## config.mk

```make
export PLATFORM = sky130hd
export DESIGN_NAME = fft_input_loader
export DESIGN_NICKNAME = d
export VERILOG_FILES = /design/src/rtl/fft_pkg.sv /design/src/rtl/fft_input_loader.sv
export SDC_FILE = /design/constraint.sdc
export NUM_CORES = 1
export LEC_CHECK = 0
export CAP_MARGIN = 20
export CORE_MARGIN = 2
export CORE_UTILIZATION = 35
export CTS_CLUSTER_SIZE = 40
export DETAILED_ROUTE_END_ITERATION = 8
export GPL_TIMING_DRIVEN = 0
export PLACE_DENSITY_LB_ADDON = 0.1
export SLEW_MARGIN = 20
export SYNTH_ARGS = -nofsm -noshare
export SYNTH_HDL_FRONTEND = slang
export SYNTH_SLANG_ARGS = --single-unit
export TNS_END_PERCENT = 1
```

## constraint.sdc

```tcl
create_clock -name clk -period 2.43 [get_ports clk]
set_clock_uncertainty 0.05 [all_clocks]
set_input_delay 0.3645 -clock clk [delete_from_list [all_inputs] [get_ports clk]]
set_output_delay 0.3645 -clock clk [all_outputs]
set_load 0.01 [all_outputs]
```

## src/rtl/fft_pkg.sv

```systemverilog
// fft_pkg
//   Shared definitions for the FFT front end: word and address sizes, the
//   loader FSM state encoding, and the bit-reversal helper that is also used
//   by the FFT engine address generator.
package fft_pkg;

   localparam int DATA_WIDTH   = 48;
   localparam int SAMPLE_WIDTH = 24;
   localparam int BUFFER_DEPTH = 512;
   localparam int ADDR_WIDTH   = 9;

   typedef enum logic [2:0] {
      IDLE      = 3'd0,
      LOAD      = 3'd1,
      COMMIT    = 3'd2,
      WAIT_ACK  = 3'd3,
      WAIT_DONE = 3'd4
   } state_e;

   // Mirror an ADDR_WIDTH-bit index: bit 0 becomes the MSB and so on.
   function automatic logic [ADDR_WIDTH-1:0] bit_reverse(input logic [ADDR_WIDTH-1:0] idx);
      logic [ADDR_WIDTH-1:0] rev;
      rev = {ADDR_WIDTH{1'b0}};
      for (int b = 0; b < ADDR_WIDTH; b++) begin
         rev[ADDR_WIDTH-1-b] = idx[b];
      end
      return rev;
   endfunction

endpackage

```

## src/rtl/fft_input_loader.sv

```systemverilog
// fft_input_loader
//   Collects one frame of BUFFER_DEPTH real samples, writes each as a complex
//   word {re=sample, im=0} to working-RAM Port A at the bit-reversed arrival
//   index, then hands the buffer to the FFT engine and waits for its release.
//
// Ports
//   clk             system clock, rising edge
//   reset           asynchronous active-low reset
//   i_enable        allows a new frame to start
//   i_sample        signed audio sample
//   i_sample_valid  sample present on i_sample
//   o_sample_ready  loader accepts samples (registered, high in LOAD)
//   o_ram_addr      Port A address (registered)
//   o_ram_data      Port A write data (registered)
//   o_ram_wr_en     Port A write enable (registered, one cycle per sample)
//   o_frame_ready   full frame resident in RAM, awaiting i_frame_ack
//   i_frame_ack     FFT engine takes the buffer (pulse)
//   i_fft_done      FFT engine releases the buffer (pulse)
//   o_overrun       sticky: a sample was offered while not ready
//   o_frame_count   number of frames handed off, wraps
module fft_input_loader
   import fft_pkg::*;
(
   input  logic                    clk,
   input  logic                    reset,
   input  logic                    i_enable,
   input  logic [SAMPLE_WIDTH-1:0] i_sample,
   input  logic                    i_sample_valid,
   output logic                    o_sample_ready,
   output logic [ADDR_WIDTH-1:0]   o_ram_addr,
   output logic [DATA_WIDTH-1:0]   o_ram_data,
   output logic                    o_ram_wr_en,
   output logic                    o_frame_ready,
   input  logic                    i_frame_ack,
   input  logic                    i_fft_done,
   output logic                    o_overrun,
   output logic [15:0]             o_frame_count
);

   localparam logic [ADDR_WIDTH-1:0] LAST_IDX = ADDR_WIDTH'(BUFFER_DEPTH - 1);

   state_e                  state_q, state_d;
   logic [ADDR_WIDTH-1:0]   cnt_q, cnt_d;
   logic                    ready_q, ready_d;
   logic [ADDR_WIDTH-1:0]   addr_q, addr_d;
   logic [DATA_WIDTH-1:0]   data_q, data_d;
   logic                    wr_en_q, wr_en_d;
   logic                    frame_ready_q, frame_ready_d;
   logic                    overrun_q, overrun_d;
   logic [15:0]             count_q, count_d;

   // Next-state, write-path and status logic.
   always_comb begin
      state_d   = state_q;
      cnt_d     = cnt_q;
      addr_d    = addr_q;
      data_d    = data_q;
      wr_en_d   = 1'b0;
      count_d   = count_q;
      overrun_d = overrun_q;

      case (state_q)
         IDLE: begin
            if (i_enable) begin
               state_d = LOAD;
               cnt_d   = {ADDR_WIDTH{1'b0}};
            end else begin
               state_d = IDLE;
            end
         end
         LOAD: begin
            if (i_sample_valid) begin
               wr_en_d = 1'b1;
               addr_d  = bit_reverse(cnt_q);
               data_d  = {i_sample, {SAMPLE_WIDTH{1'b0}}};
               cnt_d   = cnt_q + ADDR_WIDTH'(1);
               if (cnt_q == LAST_IDX) begin
                  state_d = COMMIT;
               end else begin
                  state_d = LOAD;
               end
            end else begin
               state_d = LOAD;
            end
         end
         COMMIT: begin
            // The final write is on the port during this cycle.
            state_d = WAIT_ACK;
         end
         WAIT_ACK: begin
            // Ack wins; a coincident done is ignored here.
            if (i_frame_ack) begin
               state_d = WAIT_DONE;
               count_d = count_q + 16'd1;
            end else begin
               state_d = WAIT_ACK;
            end
         end
         WAIT_DONE: begin
            if (i_fft_done) begin
               if (i_enable) begin
                  state_d = LOAD;
                  cnt_d   = {ADDR_WIDTH{1'b0}};
               end else begin
                  state_d = IDLE;
               end
            end else begin
               state_d = WAIT_DONE;
            end
         end
         default: begin
            state_d = IDLE;
         end
      endcase

      // Status flags are registered copies of the upcoming state.
      ready_d       = (state_d == LOAD);
      frame_ready_d = (state_d == WAIT_ACK);

      if (i_sample_valid && !ready_q) begin
         overrun_d = 1'b1;
      end else begin
         overrun_d = overrun_q;
      end
   end

   // State and output registers.
   always_ff @(posedge clk or negedge reset) begin
      if (!reset) begin
         state_q       <= IDLE;
         cnt_q         <= {ADDR_WIDTH{1'b0}};
         ready_q       <= 1'b0;
         addr_q        <= {ADDR_WIDTH{1'b0}};
         data_q        <= {DATA_WIDTH{1'b0}};
         wr_en_q       <= 1'b0;
         frame_ready_q <= 1'b0;
         overrun_q     <= 1'b0;
         count_q       <= 16'd0;
      end else begin
         state_q       <= state_d;
         cnt_q         <= cnt_d;
         ready_q       <= ready_d;
         addr_q        <= addr_d;
         data_q        <= data_d;
         wr_en_q       <= wr_en_d;
         frame_ready_q <= frame_ready_d;
         overrun_q     <= overrun_d;
         count_q       <= count_d;
      end
   end

   assign o_sample_ready = ready_q;
   assign o_ram_addr     = addr_q;
   assign o_ram_data     = data_q;
   assign o_ram_wr_en    = wr_en_q;
   assign o_frame_ready  = frame_ready_q;
   assign o_overrun      = overrun_q;
   assign o_frame_count  = count_q;

endmodule

```

## Word level (Yosys, flattened, before mapping)

Index checks and enable logic that the tools add are counted.
W data, S select, Z words.

- Add/subtract/negate cells: 2
- Equal/unequal tests: 9
- Mux-type cells: 12
- Reduce and logical (&&, ||, !) cells: 7

Operators with widths:

| cell | count |
|---|---|
| $mux W9 | 3 |
| $pmux W9 S3 | 1 |
| $add A16 B1 Y16 const B | 1 |
| $pmux W3 S5 | 1 |
| $add A9 B1 Y9 const B | 1 |
| $eq A3 B2 Y1 const B | 3 |
| $eq A9 B9 Y1 const B | 1 |
| $mux W3 | 3 |
| $eq A3 B1 Y1 const B | 2 |
| $ne A2 B2 Y1 const B | 2 |
| $reduce_and A2 Y1 | 2 |
| $eq A3 B3 Y1 const B | 1 |
| $logic_not A3 Y1 | 1 |
| $mux W1 | 3 |
| $reduce_and A3 Y1 | 1 |
| $reduce_bool A3 Y1 | 1 |
| $mux W2 | 1 |
| $logic_and A1 B1 Y1 | 1 |
| $logic_not A1 Y1 | 1 |

- Register bits: 65
- Bits of input ports: 30
- Output and inout bits: 77
- Logic and storage cells: 39

## Logic depth before layout (Yosys ltp)

- Word-level depth: 5
- Depth in mapped cells: 8
- Depth with buffers taken out: 8

## Worst setup path before layout

Ideal clock, no wire load.

- Path kind: register -> register
- Start: register state_q[1]
- End: register addr_q[8], in the netlist o_ram_addr[8]
- Library setup time: 0.127 ns
- Arrival: 1.415 ns
- Data required time: 2.253 ns
- Path slack: 0.837 ns
- Stages on the path, launching flop included: 6
- Buffers on the path: 2
- Period minus slack after synthesis: 1.593 ns
- Path through: dfrtp_1 -> nor3b_2 -> and2_1 -> buf_6 -> buf_6 -> mux2_1

- Cells in the longest elaborated chain, start to end: 2

Ends and longest elaborated chain:

| element | RTL line | RTL |
|---|---|---|
| start, declared | fft_input_loader.sv:42 | `state_e state_q, state_d;` |
| start signal, assigned | fft_input_loader.sv:140 | `state_q <= state_d;` |
| $eq A3 B1 Y1 | fft_input_loader.sv:62 | `case (state_q)` |
| $reduce_and A2 Y1 (no source line) | - |  |
| end signal, assigned | fft_input_loader.sv:133 | `addr_q <= {ADDR_WIDTH{1'b0}};` |
| end signal, assigned | fft_input_loader.sv:143 | `addr_q <= addr_d;` |
| end, declared | fft_input_loader.sv:45 | `logic [ADDR_WIDTH-1:0] addr_q, addr_d;` |

Every way passes these cells.
A chain may end at the register's enable or synchronous reset.

## Final worst setup path

- Start: register state_q[0]
- End: register data_q[45], in the netlist o_ram_data[45]

- Cells in the longest elaborated chain, start to end: 2

Ends and longest elaborated chain:

| element | RTL line | RTL |
|---|---|---|
| $eq A3 B1 Y1 | fft_input_loader.sv:62 |  |
| $reduce_and A2 Y1 (no source line) | - |  |
| end signal, assigned | fft_input_loader.sv:134 | `data_q <= {DATA_WIDTH{1'b0}};` |
| end signal, assigned | fft_input_loader.sv:144 | `data_q <= data_d;` |
| end, declared | fft_input_loader.sv:46 | `logic [DATA_WIDTH-1:0] data_q, data_d;` |

Every way passes these cells.

==> metrics.csv <==
metric;value;unit
wl_met3;369;um
drc;0;
synthTopCellsByArea;dfrtp_1, mux2_1, buf_4, xnor2_1, nand2_1;
dieArea;9060;um2
avgSynthCellArea;12.7;um2
cts.sinks;65;
final_nets;380;
synth_edf_count;0;
finalSetupViolCount;0;
drt-met1-wl;2550;um
synth_cell_type_count;42;
viasPerCell;4.45;
max_cap_violations;0;
synth.yosys.warnings;0;
cp_slowest_cell;dfrtp_1;
tritoncts;yes;
place_hpwl;4230;um
initial_core_util;35.8;%
cellPowerDensity;782;nW/um2
grt-ovfl-total;0;
grtUsageTotal;13.9;%
dp_cells;440;
synth_ff_type;dfrtp_1;
period_share;73.9;%
root_buffer;clkbuf_8;
instances_no_fill;457;
layout-drive-gt1-share;14.8;%
highest_layer;met4;
clock_latency;0.33;ns
startpoint_type;flop;
final_max_slew_viol_count;0;
h-tree-depth;3;
synth_top_area_share;55.9;%
fp-row-count;33;
ant_nets;0;
fin_crit;1.80;ns
max_freq;557;MHz
clk_pin_slew;0.07;ns
mostFrequentLayoutCell;clkdlybuf4s50_1;
coreArea;8130;um2
cts_resized;0;
synth-seq-cells;65;
via_count;2032;
critPathKind;flop to flop;
gp_congestion;0.782;
io_pins;107;
route.met2.wl;2750;um
drtPass1Iterations;4;
grt_pass1_vias;1971;
synthArstFlopShare;100;%
grt_pass1_wl;9690;um
drt_iter0_drc;71;
crit_chain;nor3b_2 > and2_1 > buf_6 > buf_6 > mux2_1;
finalHoldViolations;0;
grt_max_degree;39;
vdd_drop_max;0.425;mV
final_cell_mix;clkdlybuf4s50_1, dfrtp_1, mux2_1;
rsz0062_at_grt;no;
worstPathMaxFanout;10;
cts_made_buffers;9;
antenna_found_initial;0;
cp.required;2.59;ns
cts_setup_buffers;0;
hp-class;flop to flop;
crit_path_frequent_cell;buf_6;
syn_to_final_growth;42.9;%
status;complete, no violations;
syn_area;2910;um2
synth_area_leader_cell;dfrtp_1;
port_buffers;82;
power_leakage;1.87;nW
wirelength;5760;um
die_h;95.2;um
syn-instance-count;229;
critPathArrivalTime;1.96;ns
pre_cts_ws;0.346;ns
final.setup.tns;0;ns
endpoint_kind;flop;
nFillCells;772;
wire_per_inst;12.6;um
power.total;3.25;mW
seq_area_frac_synth;55.9;%
diodes;0;
slowest_delay;0.44;ns
fin_ws;0.635;ns
clockBufferDepth;2;
die_x;95.2;um
-- registers in the layout (all words and copies together) (netlist names) --
signal	count
o_frame_count	16
o_ram_addr	9
cnt_q	9
o_frame_ready	1
o_ram_wr_en	1
state_q	3
o_overrun	1
o_sample_ready	1
o_ram_data	24
-- synth_stat cells (all sizes together) (2+ instances only) --
cell,n
xnor2,12
and3,2
nor2,5
or2,3
a22o,2
buf,28
nor4,2
xor2,3
nand2b,3
ha,3
nand2,15
dfrtp,65
o31ai,5
nand4,6
nand3,8
a21boi,4
or4,2
inv,7
mux2,34
nand4b,2
clkbuf,2
-- logic make-up after synthesis --
family	after synthesis	share of synthesized area [%]
flip-flops	65	55.9
AND/OR/NAND/NOR	55	10.8
buffers and inverters	37	8.90
multiplexers	35	13.5
AO/OA/AOI/OAI	18	4.94
XOR/XNOR	15	4.51
adder cells (fa/ha/maj)	3	1.29
other	1	0.129
-- where the power goes --
group / internal (mW) / total (mW) / switching, mW
sequential: 1.30 / 1.45 / 0.151
clock: 0.420 / 0.830 / 0.410
combinational: 0.575 / 0.969 / 0.394
-- repair_timing --
item                                    in CTS  in global routing
hold buffers                                 1                  0
hold endpoints to repair                    27                  0
endpoints found under the setup margin       0                  0
-- metrics by stage --
stage / utilization (%) / hold slack [ns] / cell area [um2]
final: 51.1 / 0.410 / 4160
after global routing: 51.1 / 0.450 / 4160
after CTS: 51.1 / 0.415 / 4160
after detailed placement: 48.8 / 0.262 / 3970
after global placement: 48.5 / 0.391 / 3950
after floorplan: - / 0.0189 / 3000
-- per-layer routing --
metal | up-vias | track usage (%)
met2 | 62 | 21.4
met5 | - | 0
met1 | 970 | 18.8
met3 | 8 | 3.00
met4 | 0 | 6.52
li1 | 992 | -
-- critical path, delay by kind of cell, from the launching register on --
| kind | cells | cell delay (ns) |
|---|---|---|
| AND/OR/NAND/NOR | 2 | 0.52 |
| flip-flops | 1 | 0.44 |
| multiplexers | 1 | 0.34 |
| buffers and inverters | 2 | 0.32 |
-- final cells by class --
type                            count  area [um2]  area share (%)
Multi-Input combinational cell    150        1110            26.7
Sequential cell                    65        1630            39.1
Clock inverter                      5        30.0           0.722
Buffer                             30         233            5.60
Inverter                            7        26.3           0.632
Clock buffer                       11         151            3.64
Timing Repair Buffer               84         848            20.4
Tap cell                          105         131            3.16
-- final timing paths --
check                                start              to  slack [ns]  cells after the start
worst max-delay path            state_q[0]  o_ram_data[45]        0.63                      5
worst min-delay path             o_overrun       o_overrun        0.41                      1
worst max register to register  state_q[0]  o_ram_data[45]        0.63                      5
worst min register to register   o_overrun       o_overrun        0.41                      1
max in group asynchronous            reset        cnt_q[2]        1.37                      3
min in group asynchronous            reset  o_ram_data[45]        0.44                      2
(Power assumes the default switching activity.)
